### config.mk
export PLATFORM = sky130hd
export DESIGN_NAME = if_fetch_unit
export DESIGN_NICKNAME = d
export VERILOG_FILES = /design/src/rtl/cpu_pkg.sv /design/src/rtl/if_fetch_unit.sv
export SDC_FILE = /design/constraint.sdc
export NUM_CORES = 1
export LEC_CHECK = 0
export ABC_AREA = 1
export CORE_MARGIN = 2
export CORE_UTILIZATION = 44
export CTS_CLUSTER_DIAMETER = 50
export DETAILED_ROUTE_END_ITERATION = 8
export PLACE_DENSITY = 0.84
export SLEW_MARGIN = 20
export SYNTH_ARGS = -nofsm -noshare
export SYNTH_HDL_FRONTEND = slang
export SYNTH_SLANG_ARGS = --single-unit
### constraint.sdc
create_clock -name clk -period 3.3 [get_ports clk]
set_input_delay 0.66 -clock clk [delete_from_list [all_inputs] [get_ports clk]]
set_output_delay 0.66 -clock clk [all_outputs]
set_load 0.01 [all_outputs]
### src/rtl/cpu_pkg.sv
// Shared core definitions: datapath widths, instruction field slices, fetch FSM encoding.
package cpu_pkg;

  localparam int unsigned XLEN      = 32;
  localparam int unsigned INSTR_W   = 32;
  localparam int unsigned REG_IDX_W = 5;

  // Register-index field positions, shared with the decoder.
  localparam int unsigned RS1_HI = 25;
  localparam int unsigned RS1_LO = 21;
  localparam int unsigned RS2_HI = 20;
  localparam int unsigned RS2_LO = 16;
  localparam int unsigned RD_HI  = 15;
  localparam int unsigned RD_LO  = 11;

  typedef enum logic [0:0] {
    ST_RUN  = 1'b0,
    ST_HALT = 1'b1
  } fetch_state_e;

endpackage : cpu_pkg

### src/rtl/if_fetch_unit.sv
// Instruction fetch: owns the PC, drives the synchronous-read IMEM, and hands
// each fetched instruction (with its PC and register fields) to decode.
module if_fetch_unit
  import cpu_pkg::*;
#(
  parameter logic [XLEN-1:0] RESET_PC = 32'h0000_0008,
  parameter int unsigned     PC_STEP  = 4
) (
  input  logic                 clk,
  input  logic                 rst,
  output logic [XLEN-1:0]      ram_addr,
  output logic                 ram_wen,
  input  logic [INSTR_W-1:0]   ram_rdata,
  input  logic                 stall,
  input  logic                 redirect,
  input  logic [XLEN-1:0]      redirect_pc,
  input  logic                 halt,
  output logic                 if_valid,
  output logic [XLEN-1:0]      if_pc,
  output logic [INSTR_W-1:0]   if_instr,
  output logic [REG_IDX_W-1:0] if_rs1,
  output logic [REG_IDX_W-1:0] if_rs2,
  output logic [REG_IDX_W-1:0] if_rd,
  output logic                 misalign_err,
  output logic [XLEN-1:0]      fetch_count
);

  fetch_state_e    state_q, state_d;
  logic [XLEN-1:0] pc_q, pc_d;
  logic [XLEN-1:0] req_pc_q, req_pc_d;
  logic            req_valid_q, req_valid_d;
  logic            misalign_q, misalign_d;
  logic [XLEN-1:0] fetch_count_q, fetch_count_d;

  logic [XLEN-1:0] redirect_tgt;
  logic            issue;
  logic            accept;

  assign redirect_tgt = {redirect_pc[XLEN-1:2], 2'b00};

  // FSM state register.
  always_ff @(posedge clk) begin
    if (rst) state_q <= ST_RUN;
    else     state_q <= state_d;
  end

  // FSM next state: halt parks the unit unless a redirect arrives the same cycle.
  always_comb begin
    state_d = state_q;
    if (state_q == ST_RUN) begin
      if (halt && !redirect) state_d = ST_HALT;
    end else begin
      if (redirect) state_d = ST_RUN;
    end
  end

  // FSM outputs: IMEM address selection and instruction-valid qualification.
  always_comb begin
    ram_addr = pc_q;
    if_valid = 1'b0;
    if (rst) begin
      ram_addr = RESET_PC;
    end else if (redirect) begin
      ram_addr = redirect_tgt;
    end else if (state_q == ST_RUN) begin
      if (stall && req_valid_q) ram_addr = req_pc_q;
      if_valid = req_valid_q;
    end
  end

  // Datapath next values: track issued address, count accepted instructions.
  always_comb begin
    issue         = (state_q == ST_RUN) || redirect;
    accept        = if_valid && !stall;
    pc_d          = pc_q;
    req_pc_d      = req_pc_q;
    req_valid_d   = issue && (state_d == ST_RUN);
    misalign_d    = misalign_q || (redirect && (redirect_pc[1:0] != 2'b00));
    fetch_count_d = fetch_count_q;
    if (issue) begin
      req_pc_d = ram_addr;
      pc_d     = ram_addr + XLEN'(PC_STEP);
    end
    if (accept) fetch_count_d = fetch_count_q + XLEN'(1);
  end

  // Datapath registers.
  always_ff @(posedge clk) begin
    if (rst) begin
      pc_q          <= RESET_PC;
      req_pc_q      <= RESET_PC;
      req_valid_q   <= 1'b0;
      misalign_q    <= 1'b0;
      fetch_count_q <= '0;
    end else begin
      pc_q          <= pc_d;
      req_pc_q      <= req_pc_d;
      req_valid_q   <= req_valid_d;
      misalign_q    <= misalign_d;
      fetch_count_q <= fetch_count_d;
    end
  end

  assign ram_wen      = 1'b0;
  assign if_pc        = req_pc_q;
  assign if_instr     = ram_rdata;
  assign if_rs1       = ram_rdata[RS1_HI:RS1_LO];
  assign if_rs2       = ram_rdata[RS2_HI:RS2_LO];
  assign if_rd        = ram_rdata[RD_HI:RD_LO];
  assign misalign_err = misalign_q;
  assign fetch_count  = fetch_count_q;

endmodule : if_fetch_unit

Yosys cells after proc, flatten, opt, wreduce, memory -nomap -nowiden

Index checks and enable logic that the tools add are counted.

Bits in registers: 99
Output and inout port bits: 146
Logic and storage cells: 30

Add/subtract/negate cells: 2
Multiplexer cells: 10
Bitwise gates (word level): 2
Reduce and logical (&&, ||, !) cells: 10

Operators by type and width:

| operator              | count |
|---|---|
| $mux 32               | 4 |
| $add 32x1->32 const B | 1 |
| $add 32x3->32 const B | 1 |
| $mux 1                | 6 |
| $logic_and 1x1->1     | 5 |
| $logic_not 1->1       | 2 |
| $logic_or 1x1->1      | 2 |
| $not 1->1             | 2 |
| $reduce_bool 2->1     | 1 |

Logic depth before layout (Yosys ltp)

Gate-level depths: netlist (run 1).

Word-level depth: 6
Gate-level depth with buffers: 17
Mapped depth without buffers: 16

Least setup slack after synthesis (run 1)

No wires, ideal clock.

Path kind: input to register
Start: input rst
End: register pc_q[20]
Library setup time: 0.109 ns
Arrival: 2.279 ns
Slack: 0.912 ns
Stages: 14
Path buffers: 2
Cell sequence: buf_4 > buf_2 > inv_1 > nand2_1 > ha_1 > nand3_1 > nor2_4 > nand3_4 > nor2_2 > nand2_1 > nand2_1 > nand3_1 > nand2_1 > inv_1

Longest elaborated chain between the ends: 2

Ends and longest elaborated chain:

| item                  | RTL line            | source |
|---|---|---|
| from (decl)           | if_fetch_unit.sv:10 | `input logic rst,` |
| $mux 32               | if_fetch_unit.sv:61 | `if (rst) begin` |
| named net ram_addr[3] | if_fetch_unit.sv:11 | `output logic [XLEN-1:0] ram_addr,` |
| $add 32x3->32         | if_fetch_unit.sv:82 | `pc_d = ram_addr + XLEN'(PC_STEP);` |
| to (signal assigned)  | if_fetch_unit.sv:96 | `pc_q <= pc_d;` |
| to (decl)             | if_fetch_unit.sv:29 | `logic [XLEN-1:0] pc_q, pc_d;` |

The timed path passes the listed nets, and every way through them passes these cells.
A chain may end at the register's enable or synchronous reset.

Worst setup path after layout (run 1)

Start: input stall
End: output ram_addr[2]

Longest elaborated chain between the ends: 5

Ends and longest elaborated chain:

| item              | RTL line            | source |
|---|---|---|
| from (decl)       | if_fetch_unit.sv:14 | `input logic stall,` |
| $logic_and 1x1->1 | if_fetch_unit.sv:66 | `if (stall && req_valid_q) ram_addr = req_pc_q;` |
| $mux 32           | if_fetch_unit.sv:66 |  |
| $mux 32           | if_fetch_unit.sv:65 | `end else if (state_q == ST_RUN) begin` |
| $mux 32           | if_fetch_unit.sv:63 | `end else if (redirect) begin` |
| $mux 32           | if_fetch_unit.sv:61 |  |
| to (decl)         | if_fetch_unit.sv:11 |  |

Every way passes these cells.

==> results of run 1 <==
## power by group
group          internal (mW)  switching, mW  leakage (nW)
clock network          0.591          0.483         0.139
registers               1.21         0.0267         0.790
logic                  0.227          0.285          2.43
## kinds of logic after synthesis
| group | Yosys count |
|---|---|
| xor+xnor | 18 |
| fa+ha+maj | 2 |
| buf+inv | 239 |
| other cells | 1 |
| flops | 97 |
| simple gates | 541 |
| compound gates | 116 |
## flip-flops by register name (all words and copies together) (netlist names)
name and count:
pc_q 32, if_pc 30, req_valid_q 1, fetch_count 32, state_q 1, misalign_err 1
## worst register-to-register path, cell delays in order (launching register included)
cell and delay, ps:
dfxtp_1 370, inv_2 160, nand3_2 180, nand2_1 70, nand3_1 60, nand2_1 70, inv_1 240, ha_1 290
nand3_1 160, nor2_4 210, nand3_2 110, nor2_2 190, nand2_1 90, nand2_1 60, nand3_1 60, nand2_1 60
inv_1 40
## cell usage in the layout (no fill, tap or decap), types with 2 or more instances in the layout
cell type,Yosys,layout
inv_1,139,139
nor4_1,6,6
inv_2,8,8
xor2_1,13,13
nand4_1,20,20
or2_2,2,2
nand2_2,18,18
o21a_1,2,2
ha_1,2,2
nand3_4,2,2
nand3_1,88,88
o21bai_1,2,2
clkbuf_16,0,9
a31oi_1,2,2
nor2_1,105,104
clkinv_2,1,2
nand2_1,247,247
o21ai_0,46,46
xnor2_1,5,5
buf_4,55,30
dfxtp_1,97,97
clkinvlp_4,0,2
nor3_1,17,17
a211oi_1,3,3
buf_12,0,3
nand3b_1,3,3
nor2_2,11,11
nor2_4,11,12
a21oi_1,47,47
nor3_2,4,4
clkdlybuf4s50_1,0,132
nand3_2,5,5
buf_6,4,2
o211ai_1,10,10
## final timing paths
check / from / endpoint
worst max-delay path: stall / ram_addr[2]
worst max register to register: state_q / pc_q[30]
worst min register to register: misalign_err / misalign_err
worst min-delay path: misalign_err / misalign_err
## layout make-up
class / count / area (µm²) / share of cell area
clock buffers: 10 / 229 / 0.0286
clock inverters: 6 / 67.6 / 0.00843
inverters: 150 / 567 / 0.0707
multi-input cells: 678 / 3330 / 0.416
flip-flops and latches: 97 / 1940 / 0.242
well taps: 184 / 230 / 0.0287
repair buffers: 169 / 1650 / 0.205
## layer usage
metal,part of all wire,vias to the layer above
met5,0,-
met4,0.029,0
met3,0.082,58
met2,0.47,299
met1,0.42,2997
li1,-,3333
==> results_dict.tcl, run 1 <==
set metrics [dict create \
    status "finished clean" \
    htree_levels 3 \
    maxCapViolations 0 \
    wirelength_um 18700 \
    hold_violations 0 \
    grt_pass1_vias 6352 \
    synth-simple-area-share 0.390 \
    power.leakage_nw 3.36 \
    nets 1176 \
    grt_max_degree 58 \
    place_ws_ps 74.8 \
    cp_data_required_time_ps 2640 \
    min_period_ps 3160 \
    n_antenna_cell 0 \
    netlist_instances 1014 \
    path_max_fanout 7 \
    fmax_mhz 316 \
    stdcell_area_um2 8010 \
    reg2reg_slack_ps 780 \
    antenna_found_initial 0 \
    whs_path_depth 2 \
    row_count 44 \
    yosysSeqAreaShare 0.303 \
    fin_hold_ws_ps 456 \
    dp_cells 1278 \
    start_util 0.447 \
    rsz0062_at_grt "false" \
    worstPathBufferInverterCount 4 \
    die_w_um 125 \
    synth.net_count 1085 \
    ant_nets 0 \
    die-area_um2 15600 \
    synth_compound_area_frac 0.0993 \
    via_count 6687 \
    layout_setup_ws_ps 135 \
    clk_latency_ps 350 \
    synth_edf_count 0 \
    cts.sinks 97 \
    slew_viol_final 0 \
    synthMuxAreaShare 0 \
    crit_path_max_incr_delay_ps 600 \
    post_drt_wl_per_cell_um 14.4 \
    ys_warn_count 0 \
    io_pins 215 \
    end_kind "primary output" \
    grt_use_met2 0.390 \
    postLayoutCoreUtil 0.558 \
    grt.total_usage 0.237 \
    synth_largest_area_cell "dfxtp_1" \
    worst_path_most_repeated_cell "clkdlybuf4s50_1" \
    netlist.area_leader.share 0.303 \
    path_cells "clkdlybuf4s50_1 -> buf_4 -> nand4_1 -> nand3_1 -> nand2_1 -> inv_1 -> clkdlybuf4s50_1" \
    grt_overflow 0 \
    cts_tree "done" \
    grt_first_pass_wirelength_um 30400 \
    synthXorXnorAreaFrac 0.0246 \
    worst_pin_slew_ps 785 \
    clk_pin_slew_ps 70 \
    async_flop_share 0 \
    finalSetupViolCount 0 \
    cts_resized 0 \
    synth_common_cells "nand2_1, inv_1, nor2_1, dfxtp_1, nand3_1" \
    syn_area_per_cell_um2 6.33 \
    cts_buffers 9 \
    clk_path_buf_depth 2 \
    drt_pass1_iterations 6 \
    gp_congestion 0.890 \
    worstPathArrival_ps 2500 \
    cp.depth 7 \
    drt_iter0_drc 517 \
    area_growth_pct 24.9 \
    pwr_density_cell_nw_per_um2 353 \
    synth-seq-cells 97 \
    crit_family "buffers and inverters" \
    fill_cells 1354 \
    top_usage_layer "met2" \
    synthesis.area_um2 6420 \
    post-cts-setup-buffer-count 0 \
    grtUsageMet3 0.0498 \
    synth_most_common_cell "nand2_1" \
    total_power_mw 2.83 \
    coreArea_um2 14400 \
    synth_fa_ha_area_frac 0.00390 \
    hold_path.class "reg2reg" \
    cts.hold.buffers_added 0 \
    via_per_inst 5.17 \
    critical_path_class "in2out" \
    synth_top_family_by_area "simple AND/OR/NAND/NOR gates" \
    ir_worst_vdd_mv 0.267 \
    critPathLaunchType "input pin" \
    drcViolationCount 0 \
    synth_area_leaders "dfxtp_1, nand2_1, inv_1" \
    hpwl_um 13500 \
    finalClockSkew_ps 6.61 \
    placedInstanceArea_um2 7710 \
    finalCritPeriodShare 0.959 \
    fin_tns_setup_ps 0 \
    instances_no_fill 1294 \
    synth_cell_types 41 \
    portBuffers 134 \
    clockRootBuffer "clkbuf_16" \
    grtUsageMet1 0.302 \
    reg2reg_depth 16 \
    relSlewSlack 0.472 \
    die_y_um 125 \
    synth-main-ff-cell "dfxtp_1" \
    cpMaxStageDelayCell "clkdlybuf4s50_1" \
    drive_gt1_frac 0.105 \
]
Power figures use the tool's default switching activity.
==> inputs of run 2 (changes only) <==
Settings changed: CORE_MARGIN 2 to unset, PLACE_DENSITY 0.84 to unset, PLACE_DENSITY_LB_ADDON set to 0.25.
==> run 2 against run 1 <==
Net effect: first-iteration DRC count grew 14%; combinational power is essentially flat; die area shrank 3.2%; cell count is essentially flat; core utilization grew 1.4 points; clock power is essentially flat; design area grew 0.27%; sequential power is essentially flat; global-route usage grew 1.5 points; critical endpoint is now ram_addr[5].
==> results_dict.tcl, run 2 (same netlist as run 1, synthesis figures left out) <==
set metrics [dict create \
    hold_end "misalign_err" \
    grt_first_pass_wirelength_um 29500 \
    layout_commonest_cell "nand2_1" \
    r2r_start "state_q" \
    maxCapViolations 0 \
    htree_levels 3 \
    postLayoutCoreUtil 0.572 \
    finalClockSkew_ps 6.45 \
    area_growth_pct 25.2 \
    gp_congestion 0.866 \
    clk_pin_slew_ps 70 \
    drcViolationCount 0 \
    critical_path_class "in2out" \
    row_count 43 \
    post_drt_wl_per_cell_um 14.3 \
    rsz0062_at_grt "false" \
    worstHoldStart "misalign_err" \
    path_max_fanout 13 \
    critPathLaunchType "input pin" \
    worst_pin_slew_ps 672 \
    clk_path_buf_depth 2 \
    path_cells "clkdlybuf4s50_1 -> nand3_2 -> buf_4 -> nand2_1 -> nand3_1 -> nand2_2 -> clkdlybuf4s50_1" \
    via_per_inst 5.10 \
    cts.sinks 97 \
    timing.rr.end "pc_q[30]" \
    grt_overflow 0 \
    cts_tree "done" \
    cpMaxStageDelayCell "clkdlybuf4s50_1" \
    cts_buffers 9 \
    grt_max_degree 74 \
    layout_common_cells "nand2_1, inv_1, clkdlybuf4s50_1" \
    die_y_um 123 \
    die-area_um2 15100 \
    post-cts-setup-buffer-count 0 \
    placedInstanceArea_um2 7740 \
    nets 1181 \
    cp_data_required_time_ps 2640 \
    ir_worst_vdd_mv 0.229 \
    pwr_density_cell_nw_per_um2 347 \
    ant_nets 0 \
    drive_gt1_frac 0.109 \
    status "finished clean" \
    start_util 0.457 \
    hold_violations 0 \
    via_count 6606 \
    grt_pass1_vias 5953 \
    hpwl_um 13400 \
    power.leakage_nw 3.38 \
    coreArea_um2 14000 \
    reg2reg_depth 16 \
    drt_pass1_iterations 5 \
    end_kind "primary output" \
    reg2reg_slack_ps 800 \
    total_power_mw 2.79 \
    worst_path_most_repeated_cell "clkdlybuf4s50_1" \
    worstPathBufferInverterCount 3 \
    io_pins 215 \
    crit_path_max_incr_delay_ps 570 \
    hold_path.class "reg2reg" \
    finalSetupViolCount 0 \
    stdcell_area_um2 8040 \
    place_ws_ps -58.4 \
    die_w_um 123 \
    fmax_mhz 314 \
    clk_latency_ps 350 \
    whs_path_depth 2 \
    n_antenna_cell 0 \
    min_period_ps 3180 \
    worstPathArrival_ps 2520 \
    wirelength_um 18500 \
    finalCritPeriodShare 0.965 \
    portBuffers 134 \
    drt_iter0_drc 588 \
    relSlewSlack 0.548 \
    clockRootBuffer "clkbuf_16" \
    crit_family "buffers and inverters" \
    slew_viol_final 0 \
    cts.hold.buffers_added 0 \
    antenna_found_initial 0 \
    cp.depth 7 \
    layout_setup_ws_ps 116 \
    grt.total_usage 0.251 \
]
[run 2: changes by cell type in the layout (fill, tap and decap cells not counted), sizes merged]
| cell | previous run | this run |
|---|---|---|
| buf | 36 | 41 |
| bufinv | 1 | 0 |
| clkinv | 4 | 5 |
| clkinvlp | 2 | 0 |
| inv | 149 | 151 |
[run 2: layout make-up]
type / count / area (µm²)
repair buffers: 174 / 1680
well taps: 180 / 225
multi-input cells: 678 / 3340
flip-flops and latches: 97 / 1940
inverters: 150 / 567
clock inverters: 6 / 48.8
clock buffers: 10 / 239
fillers: 1356 / 6010
[run 2: tightest hold or removal path: cells and delay by family, from the launching register on]
kind / cells / cell delay [ps]
buffers and inverters: 1 / 50
AOI/OAI and AO/OA: 1 / 50
DFF: 1 / 310
[run 2: worst max-delay path by stage]
stage,from,endpoint,slack (ps)
2_1_floorplan,rst,pc_q[20],910
3_3_place_gp,redirect,ram_addr[31],-20
3_5_place_dp,redirect,ram_addr[31],-60
4_1_cts,stall,ram_addr[31],60
5_1_grt,stall,ram_addr[30],40
6_report,stall,ram_addr[5],120
[run 2: report_power, final]
part	switching [mW]	internal [mW]
combinational	0.284	0.231
sequential	0.0274	1.21
clock	0.493	0.542
[run 2: stage by stage]
step / hold WS [ps] / instances / setup TNS (ps)
after floorplan: 441 / 1014 / 0
after global placement: 446 / 1279 / -21.8
after detailed placement: 445 / 1279 / -58.4
after CTS: 458 / 1295 / 0
after global routing: 486 / 1295 / 0
final: 453 / 1295 / 0
[run 2: metal layers]
metal  vias up  share of wire  GRT usage
li1       3347              -          -
met1      2983           0.46      0.335
met2       250           0.46      0.408
met3        26          0.061     0.0376
met4         0          0.020     0.0953
met5         -              0          0
[run 2: repair_timing]
action                                  4_1_cts  5_1_grt
gates cloned                                  0        0
gates resized for setup                       1        2
endpoints found under the setup margin        1        3
pin swaps                                     0        0
==> inputs of run 3 (changes only) <==
Settings changed: SLEW_MARGIN 20 to unset.
==> results of run 3 <==
Same layout as run 2: the final DEF is identical, and so are final timing and power.
